`config.mk`:
```
export PLATFORM = sky130hd
export DESIGN_NAME = countdown_timer_flat
export DESIGN_NICKNAME = d
export VERILOG_FILES = /design/src/rtl/countdown_timer_if.sv /design/src/rtl/countdown_timer.sv /design/src/flat_wrapper.sv
export SDC_FILE = /design/constraint.sdc
export NUM_CORES = 1
export LEC_CHECK = 0
export CORE_AREA = 3 3 40 42
export CTS_BUF_LIST = sky130_fd_sc_hd__clkbuf_4 sky130_fd_sc_hd__clkbuf_8 sky130_fd_sc_hd__clkbuf_16
export DETAILED_ROUTE_END_ITERATION = 16
export DIE_AREA = 0 0 43 45
export PLACE_DENSITY = 0.67
export SETUP_SLACK_MARGIN = 0.02
export SYNTH_ARGS = -nofsm -noshare
export SYNTH_HDL_FRONTEND = slang
export SYNTH_SLANG_ARGS = --single-unit
```
`constraint.sdc`:
```
create_clock -name clock -period 1.8 [get_ports clock]
set_clock_uncertainty 0.15 [all_clocks]
set_input_delay 0.36 -clock clock [delete_from_list [all_inputs] [get_ports clock]]
set_output_delay 0.36 -clock clock [all_outputs]
set_load 0.01 [all_outputs]
```
`src/rtl/countdown_timer_if.sv`:
```
// ------------------------------------------------------------------
// countdown_timer_if: control/status bundle between alarm FSM and timer.
// Rev 1.0
// ------------------------------------------------------------------
`default_nettype none

interface countdown_timer_if #(
  parameter int W = 4
);
  logic         start_timer;
  logic [W-1:0] value;
  logic         abort;
  logic         one_hz_enable;
  logic         divider_restart;
  logic [W-1:0] remaining;
  logic         busy;
  logic         expired;

  modport master (
    output start_timer, value, abort, one_hz_enable,
    input  divider_restart, remaining, busy, expired
  );

  modport slave (
    input  start_timer, value, abort, one_hz_enable,
    output divider_restart, remaining, busy, expired
  );
endinterface

`default_nettype wire

```
`src/rtl/countdown_timer.sv`:
```
// ------------------------------------------------------------------
// countdown_timer: loadable seconds countdown stepped by a 1 Hz enable.
// Rev 1.0
// ------------------------------------------------------------------
`default_nettype none

module countdown_timer #(
  parameter int W = 4
) (
  input  logic               clock,
  input  logic               reset_n,
  countdown_timer_if.slave   bus
);

  typedef enum logic [1:0] {
    IDLE  = 2'd0,
    COUNT = 2'd1,
    DONE  = 2'd2
  } state_e;

  state_e       state_q, state_d;
  logic [W-1:0] remaining_q, remaining_d;
  logic         busy_q, busy_d;
  logic         expired_q, expired_d;
  logic         divider_restart_q, divider_restart_d;

  always_comb begin
    state_d           = state_q;
    remaining_d       = remaining_q;
    divider_restart_d = 1'b0;

    // A load wins over abort and tick regardless of the current state.
    if (bus.start_timer) begin
      remaining_d       = bus.value;
      divider_restart_d = 1'b1;
      state_d           = (bus.value != '0) ? COUNT : DONE;
    end else begin
      case (state_q)
        IDLE: ;
        COUNT: begin
          if (bus.abort) begin
            state_d     = IDLE;
            remaining_d = '0;
          end else if (bus.one_hz_enable) begin
            if (remaining_q > W'(1)) begin
              remaining_d = remaining_q - W'(1);
            end else begin
              remaining_d = '0;
              state_d     = DONE;
            end
          end
        end
        DONE:    state_d = IDLE;
        default: state_d = IDLE;
      endcase
    end

    busy_d    = (state_d == COUNT);
    expired_d = (state_d == DONE);
  end

  always_ff @(posedge clock or negedge reset_n) begin
    if (!reset_n) begin
      state_q           <= IDLE;
      remaining_q       <= '0;
      busy_q            <= 1'b0;
      expired_q         <= 1'b0;
      divider_restart_q <= 1'b0;
    end else begin
      state_q           <= state_d;
      remaining_q       <= remaining_d;
      busy_q            <= busy_d;
      expired_q         <= expired_d;
      divider_restart_q <= divider_restart_d;
    end
  end

  assign bus.remaining       = remaining_q;
  assign bus.busy            = busy_q;
  assign bus.expired         = expired_q;
  assign bus.divider_restart = divider_restart_q;

endmodule

`default_nettype wire

```
`src/flat_wrapper.sv`:
```
// flat-port wrapper written by rule: the top's interface ports become plain ports
module countdown_timer_flat 
#(
  parameter int W = 4
)
  (clock, reset_n, bus_start_timer, bus_value, bus_abort, bus_one_hz_enable, bus_divider_restart, bus_remaining, bus_busy, bus_expired);
  countdown_timer_if #(.W(W)) bus_i ();
  input  logic clock;
  input  logic reset_n;
  input wire logic [$bits(bus_i.start_timer)-1:0] bus_start_timer;
  input wire logic [$bits(bus_i.value)-1:0] bus_value;
  input wire logic [$bits(bus_i.abort)-1:0] bus_abort;
  input wire logic [$bits(bus_i.one_hz_enable)-1:0] bus_one_hz_enable;
  output wire logic [$bits(bus_i.divider_restart)-1:0] bus_divider_restart;
  output wire logic [$bits(bus_i.remaining)-1:0] bus_remaining;
  output wire logic [$bits(bus_i.busy)-1:0] bus_busy;
  output wire logic [$bits(bus_i.expired)-1:0] bus_expired;
  assign bus_i.start_timer = bus_start_timer;
  assign bus_i.value = bus_value;
  assign bus_i.abort = bus_abort;
  assign bus_i.one_hz_enable = bus_one_hz_enable;
  assign bus_divider_restart = bus_i.divider_restart;
  assign bus_remaining = bus_i.remaining;
  assign bus_busy = bus_i.busy;
  assign bus_expired = bus_i.expired;
  countdown_timer #(.W(W)) u_core (.clock(clock), .reset_n(reset_n), .bus(bus_i));
endmodule
```
==> impl_metrics.ini, run 1 <==
[yosys]
synthSimpleGateAreaFrac = 0.1667
synth_top_family_by_area = compound AO/OA/AOI/OAI gates
synth_nets = 57
ys_ff_latch = 9
synth_cells = 46
synthDistinctLibCells = 20
synthTopCellsByArea = dfrtp_1 (45%), a32o_1 (6.1%), ha_1 (5.1%)
synth_compound_area_frac = 0.2828
synth.top_cell.area_share = 0.4545
synth_top_area_cell = dfrtp_1
synth_fa_ha_area_frac = 0.05051
synth_top_flop_cell = dfrtp_1
async_flop_share = 1.000
synth.most_common_cell = dfrtp_1
synth-edff-count = 0
synthXorXnorAreaFrac = 0
yosysWarnings = 0
synth_mux_area_frac = 0
ys_seq_area_frac = 0.4545
syn_area_per_cell_um2 = 10.77
syn_area_um2 = 495.5
synth_common_cells = dfrtp_1 (9), nor2_1 (5), inv_1 (4)

[cts]
cts.sinks = 9
clkSlewWorstSetupHoldPaths_ps = 70
cts_buffers = 3
clockBufferDepth = 2
htree_levels = 1
cts-root-buf = clkbuf_4
holdBufCountCts = 0
cts_tree = yes
insertion_delay_ps = 270

[detailed_routing]
wl_per_cell_um = 14.25
via_count = 477
drt-pass1-iter-count = 4
ant_nets = 0
viasPerCell = 5.420
wirelength_um = 1254
drtIter0Drc = 10
drc = 0

[power_and_ir_drop]
pwr_density_cell_nw_per_um2 = 837.0
ir_drop_mv = 0.4394
intPower_uw = 444.0
p_sw_frac = 0.3095
total_power_uw = 643.0
leakage_nw = 0.3270
power_frac_seq = 0.382
pwr-share-clk = 0.279
p_sw_uw = 199.0
power_frac_comb = 0.339

[sta]
rsz0062_at_grt = false
period_share = 0.9719
hold_violations = 0
setup_tns_ps = 0
layout_min_cycle_time_ps = 1749
holdWs_ps = 239.3
max_freq_mhz = 571.6
fin_ws_ps = 50.66
slew_viol_final = 0
max-slew-margin-rel = 0.7221
setup_violations = 0
worst_pin_slew_ps = 415.6

[floorplanning]
core_area_um2 = 1285
num_rows = 13
io_pins = 16
chipHeight_um = 45
die-area_um2 = 1935
die_w_um = 43
initial_core_util = 0.3856

[setup_path]
cp-end-kind = flip-flop
worstPathArrival_ps = 1750
path_class = flip-flop to flip-flop
crit_fanout = 6
crit_required_ps = 1800
startpoint = u_core.bus.remaining[0]
r2r-start = u_core.bus.remaining[0]
reg2reg_slack_ps = 50
critPathLaunchType = flip-flop

[min_path]
worstHoldPathType = input port to async pin

[placement]
dp_hpwl_um = 922.5
post-place-ws_ps = -17.16
place_area_um2 = 701.9
place.gp.congestion = 0.8183
dpl.cell_count = 81
port_buffers = 15

[layout]
layout-drive-gt1-share = 0.3425
area_growth_pct = 55.05
fin_util = 0.5979
seq_area_um2 = 229.0
num-nets-final = 85
nFillCells = 117
fin_area_um2 = 768.2
multi_input_comb_area_um2 = 257.7
layoutNonFillerInstCount = 88
antenna_cells = 0

[global_route]
grt_pass1_vias = 414
grt_use_total = 0.1385
grt_first_pass_wirelength_um = 1932
antenna_found_initial = 0
gr-total-overflow = 0
grt_start_max_net_pins = 10

[outcome]
status = finished clean

[run]
drv_cap = 0
==> final cells by class <==
| type | count | share of cell area |
|---|---|---|
| well taps | 15 | 0.02443 |
| flip-flops and latches | 9 | 0.2980 |
| clock buffers | 4 | 0.03909 |
| multi-input cells | 32 | 0.3355 |
| repair buffers | 24 | 0.2834 |
| inverters | 4 | 0.01954 |
==> power groups by stage <==
stage               Clock [mW]  Sequential (mW)  Combinational, mW
finish                   0.180            0.246              0.218
global route             0.197            0.249              0.236
CTS                      0.184            0.247              0.191
detailed placement           0            0.248              0.190
global placement             0            0.248              0.189
floorplan                    0            0.258             0.0881
==> placed cells by master, fill, tap and decap left out, types with 3 or more instances in the layout <==
master | netlist | layout
nor2_1 | 5 | 4
dfrtp_2 | 0 | 3
clkbuf_4 | 0 | 4
clkdlybuf4s50_1 | 0 | 15
buf_4 | 1 | 9
inv_1 | 4 | 3
a21oi_1 | 3 | 3
dfrtp_1 | 9 | 6
a32o_1 | 3 | 3
==> sequential cells by signal, indices dropped and copies added (netlist names) <==
signal                      flops
u_core.bus.expired              1
u_core.bus.divider_restart      1
u_core.bus.remaining            4
u_core.state_q                  2
u_core.bus.busy                 1
==> cell families after synthesis <==
| family | count (synthesis) |
|---|---|
| AND/OR/NAND/NOR | 15 |
| AO/OA/AOI/OAI | 15 |
| flip-flops | 9 |
| adder cells (fa/ha/maj) | 2 |
| buffers and inverters | 5 |
==> worst max-delay path, stage by stage (launching register included) <==
cell and delay, ps:
dfrtp_2 450, inv_1 80, ha_2 210, nor2_2 80
o31ai_4 320, o21ai_1 110, a22o_1 240
==> repair_timing <==
action,CTS,global route
pin swaps,0,2
setup endpoints to repair,2,8
gates resized for setup,2,5
buffers inserted,0,3
==> metal layers <==
metal,vias to the layer above,wire length [um],global-route usage
met2,18,563,0.1796
met1,228,581,0.1975
met4,0,21,0.07229
met3,4,87,0.05179
met5,-,0,0
li1,227,-,-
==> path summary, 6_finish.rpt <==
| check | end | cells after the start |
|---|---|---|
| max | u_core.bus.remaining[3] | 6 |
| min in group clock | u_core.bus.remaining[3] | 1 |
| max in group asynchronous | u_core.bus.remaining[3] | 1 |
| min reg2reg | u_core.bus.remaining[3] | 1 |
| min | u_core.state_q[1] | 1 |
| max reg2reg | u_core.bus.remaining[3] | 6 |
Power figures use the tool's default switching activity.
==> run 2: changes to the inputs <==
--- a/config.mk
+++ b/config.mk
@@ -14,3 +14,4 @@
 export SYNTH_ARGS = -nofsm -noshare
 export SYNTH_HDL_FRONTEND = slang
 export SYNTH_SLANG_ARGS = --single-unit
+export TNS_END_PERCENT = 10
==> run 2 against run 1 <==
Compared with the run above:
- sequential share of layout area increased by 0.68 points
- final area decreased by 2.8%
- clock power about the same
- first-iteration DRC count increased by 80%
- utilization decreased by 1.7 points
- maximum frequency increased by 1.8%
- critical path depth unchanged
- combinational power decreased by 12%
- highest routed layer unchanged
==> impl_metrics.ini, run 2 (synthesized netlist as in run 1, its figures left out) <==
[cts]
htree_levels = 1
cts-root-buf = clkbuf_4
insertion_delay_ps = 260
clockBufferDepth = 2
cts_buffers = 3
clkSlewWorstSetupHoldPaths_ps = 60
cts.sinks = 9
holdBufCountCts = 0
cts_tree = yes

[power_and_ir_drop]
pwr_density_cell_nw_per_um2 = 825.9
power_frac_comb = 0.310
p_sw_frac = 0.3106
intPower_uw = 425.3
power_frac_seq = 0.400
leakage_nw = 0.3491
p_sw_uw = 191.6
pwr-share-clk = 0.290
ir_drop_mv = 0.4480

[detailed_routing]
drt-pass1-iter-count = 4
drc = 0
viasPerCell = 5.365
drtIter0Drc = 18
wl_per_cell_um = 14.15
ant_nets = 0
via_count = 456
wirelength_um = 1203

[setup_path]
path_class = flip-flop to flip-flop
crit_path_end = u_core.bus.remaining[3]
reg2reg_slack_ps = 80
r2r_cells = 6
slowest_stage = dfrtp_2
r2r_end = u_core.bus.remaining[3]
path_cells = inv_1 -> ha_1 -> nor2_1 -> o31ai_4 -> o21ai_1 -> a22o_1
critPathLaunchType = flip-flop
worstPathArrival_ps = 1720
startpoint = u_core.bus.remaining[0]
crit_fanout = 7
crit_required_ps = 1800
r2r-start = u_core.bus.remaining[0]
cp-end-kind = flip-flop
crit_buf_inv = 1
critical_path.max_stage_delay_ps = 450
cp_top_family = compound AO/OA/AOI/OAI gates
cp_num_cells = 6

[global_route]
antenna_found_initial = 0
gr-total-overflow = 0
grt_first_pass_wirelength_um = 1932
grt_start_max_net_pins = 10
grt_pass1_vias = 414
grt_use_total = 0.1385

[floorplanning]
io_pins = 16
die-area_um2 = 1935
die_w_um = 43
chipHeight_um = 45
initial_core_util = 0.3856
num_rows = 13
core_area_um2 = 1285

[layout]
layout-drive-gt1-share = 0.2571
nFillCells = 120
fin_util = 0.5813
multi_input_comb_area_um2 = 252.7
seq_area_um2 = 227.7
final_common_cell = clkdlybuf4s50_1
mostFrequentLayoutCells = clkdlybuf4s50_1 (12), dfrtp_1 (7), buf_4 (6)
largest_register_ffs = 4
num-nets-final = 82
area_growth_pct = 50.76
antenna_cells = 0

[placement]
port_buffers = 15
dp_hpwl_um = 922.5
place.gp.congestion = 0.8183

[sta]
layout_min_cycle_time_ps = 1719
setup_violations = 0
worst_pin_slew_ps = 420.1
max_freq_mhz = 581.8
rsz0062_at_grt = true
hold_violations = 0
max-slew-margin-rel = 0.7191
slew_viol_final = 0
setup_tns_ps = 0
period_share = 0.9550

[outcome]
status = finished clean

[min_path]
worstHoldPathType = input port to async pin

[run]
drv_cap = 0
## run 2: cell types whose count changed in the layout (fill, tap and decap cells not counted), sizes merged
cell,change
buf,-3
dlymetal6s2s,+3
clkdlybuf4s50,-3
## run 2: power by group through the flow
stage | registers [mW] | logic [mW] | clock network, mW
final | 0.247 | 0.191 | 0.179
after global routing | 0.250 | 0.209 | 0.194
after CTS | 0.247 | 0.191 | 0.184
after detailed placement | 0.248 | 0.190 | 0
after global placement | 0.248 | 0.189 | 0
after floorplan | 0.258 | 0.0881 | 0
## run 2: area by class of cell
type | instances | area share
multi-input cells | 32 | 0.3384
flip-flops and latches | 9 | 0.3049
repair buffers | 21 | 0.2714
clock buffers | 4 | 0.04020
well taps | 15 | 0.02513
inverters | 4 | 0.02010
## run 2: metrics by stage
stage	total power, mW	instance area (um^2)	setup WS, ps	std cells	hold slack, ps
global placement	0.4370	701.9	31.75	81	458.8
detailed placement	0.4389	701.9	-17.16	81	456.5
CTS	0.6213	734.5	28.95	85	254.0
floorplan	0.3464	495.5	208.1	46	-85.59
finish	0.6169	747.0	81.07	85	243.4
global route	0.6531	747.0	-10.13	85	262.5
## run 2: how the worst min path moves through the flow
stage                                      end  slack [ps]
floorplan                      u_core.bus.busy         -90
global route                u_core.bus.expired         260
detailed placement     u_core.bus.remaining[1]         460
global placement       u_core.bus.remaining[1]         460
CTS                         u_core.bus.expired         250
finish              u_core.bus.divider_restart         240
## run 2: routing by layer
| metal | GRT usage | part of all wire | vias to the layer above |
|---|---|---|---|
| li1 | - | - | 221 |
| met1 | 0.1975 | 0.48 | 215 |
| met2 | 0.1796 | 0.43 | 16 |
| met3 | 0.05179 | 0.074 | 4 |
| met4 | 0.07229 | 0.017 | 0 |
| met5 | 0 | 0 | - |
## run 2: what timing repair did
| item | in CTS | in global routing |
|---|---|---|
| buffers inserted | 0 | 0 |
| gates resized for setup | 2 | 4 |
| endpoints found under the setup margin | 2 | 8 |
## run 2: worst register-to-register path, stage by stage (launching register included)
cell and delay (ps):
dfrtp_2 450, inv_1 70, ha_1 200, nor2_1 120, o31ai_4 250, o21ai_1 110
a22o_1 240
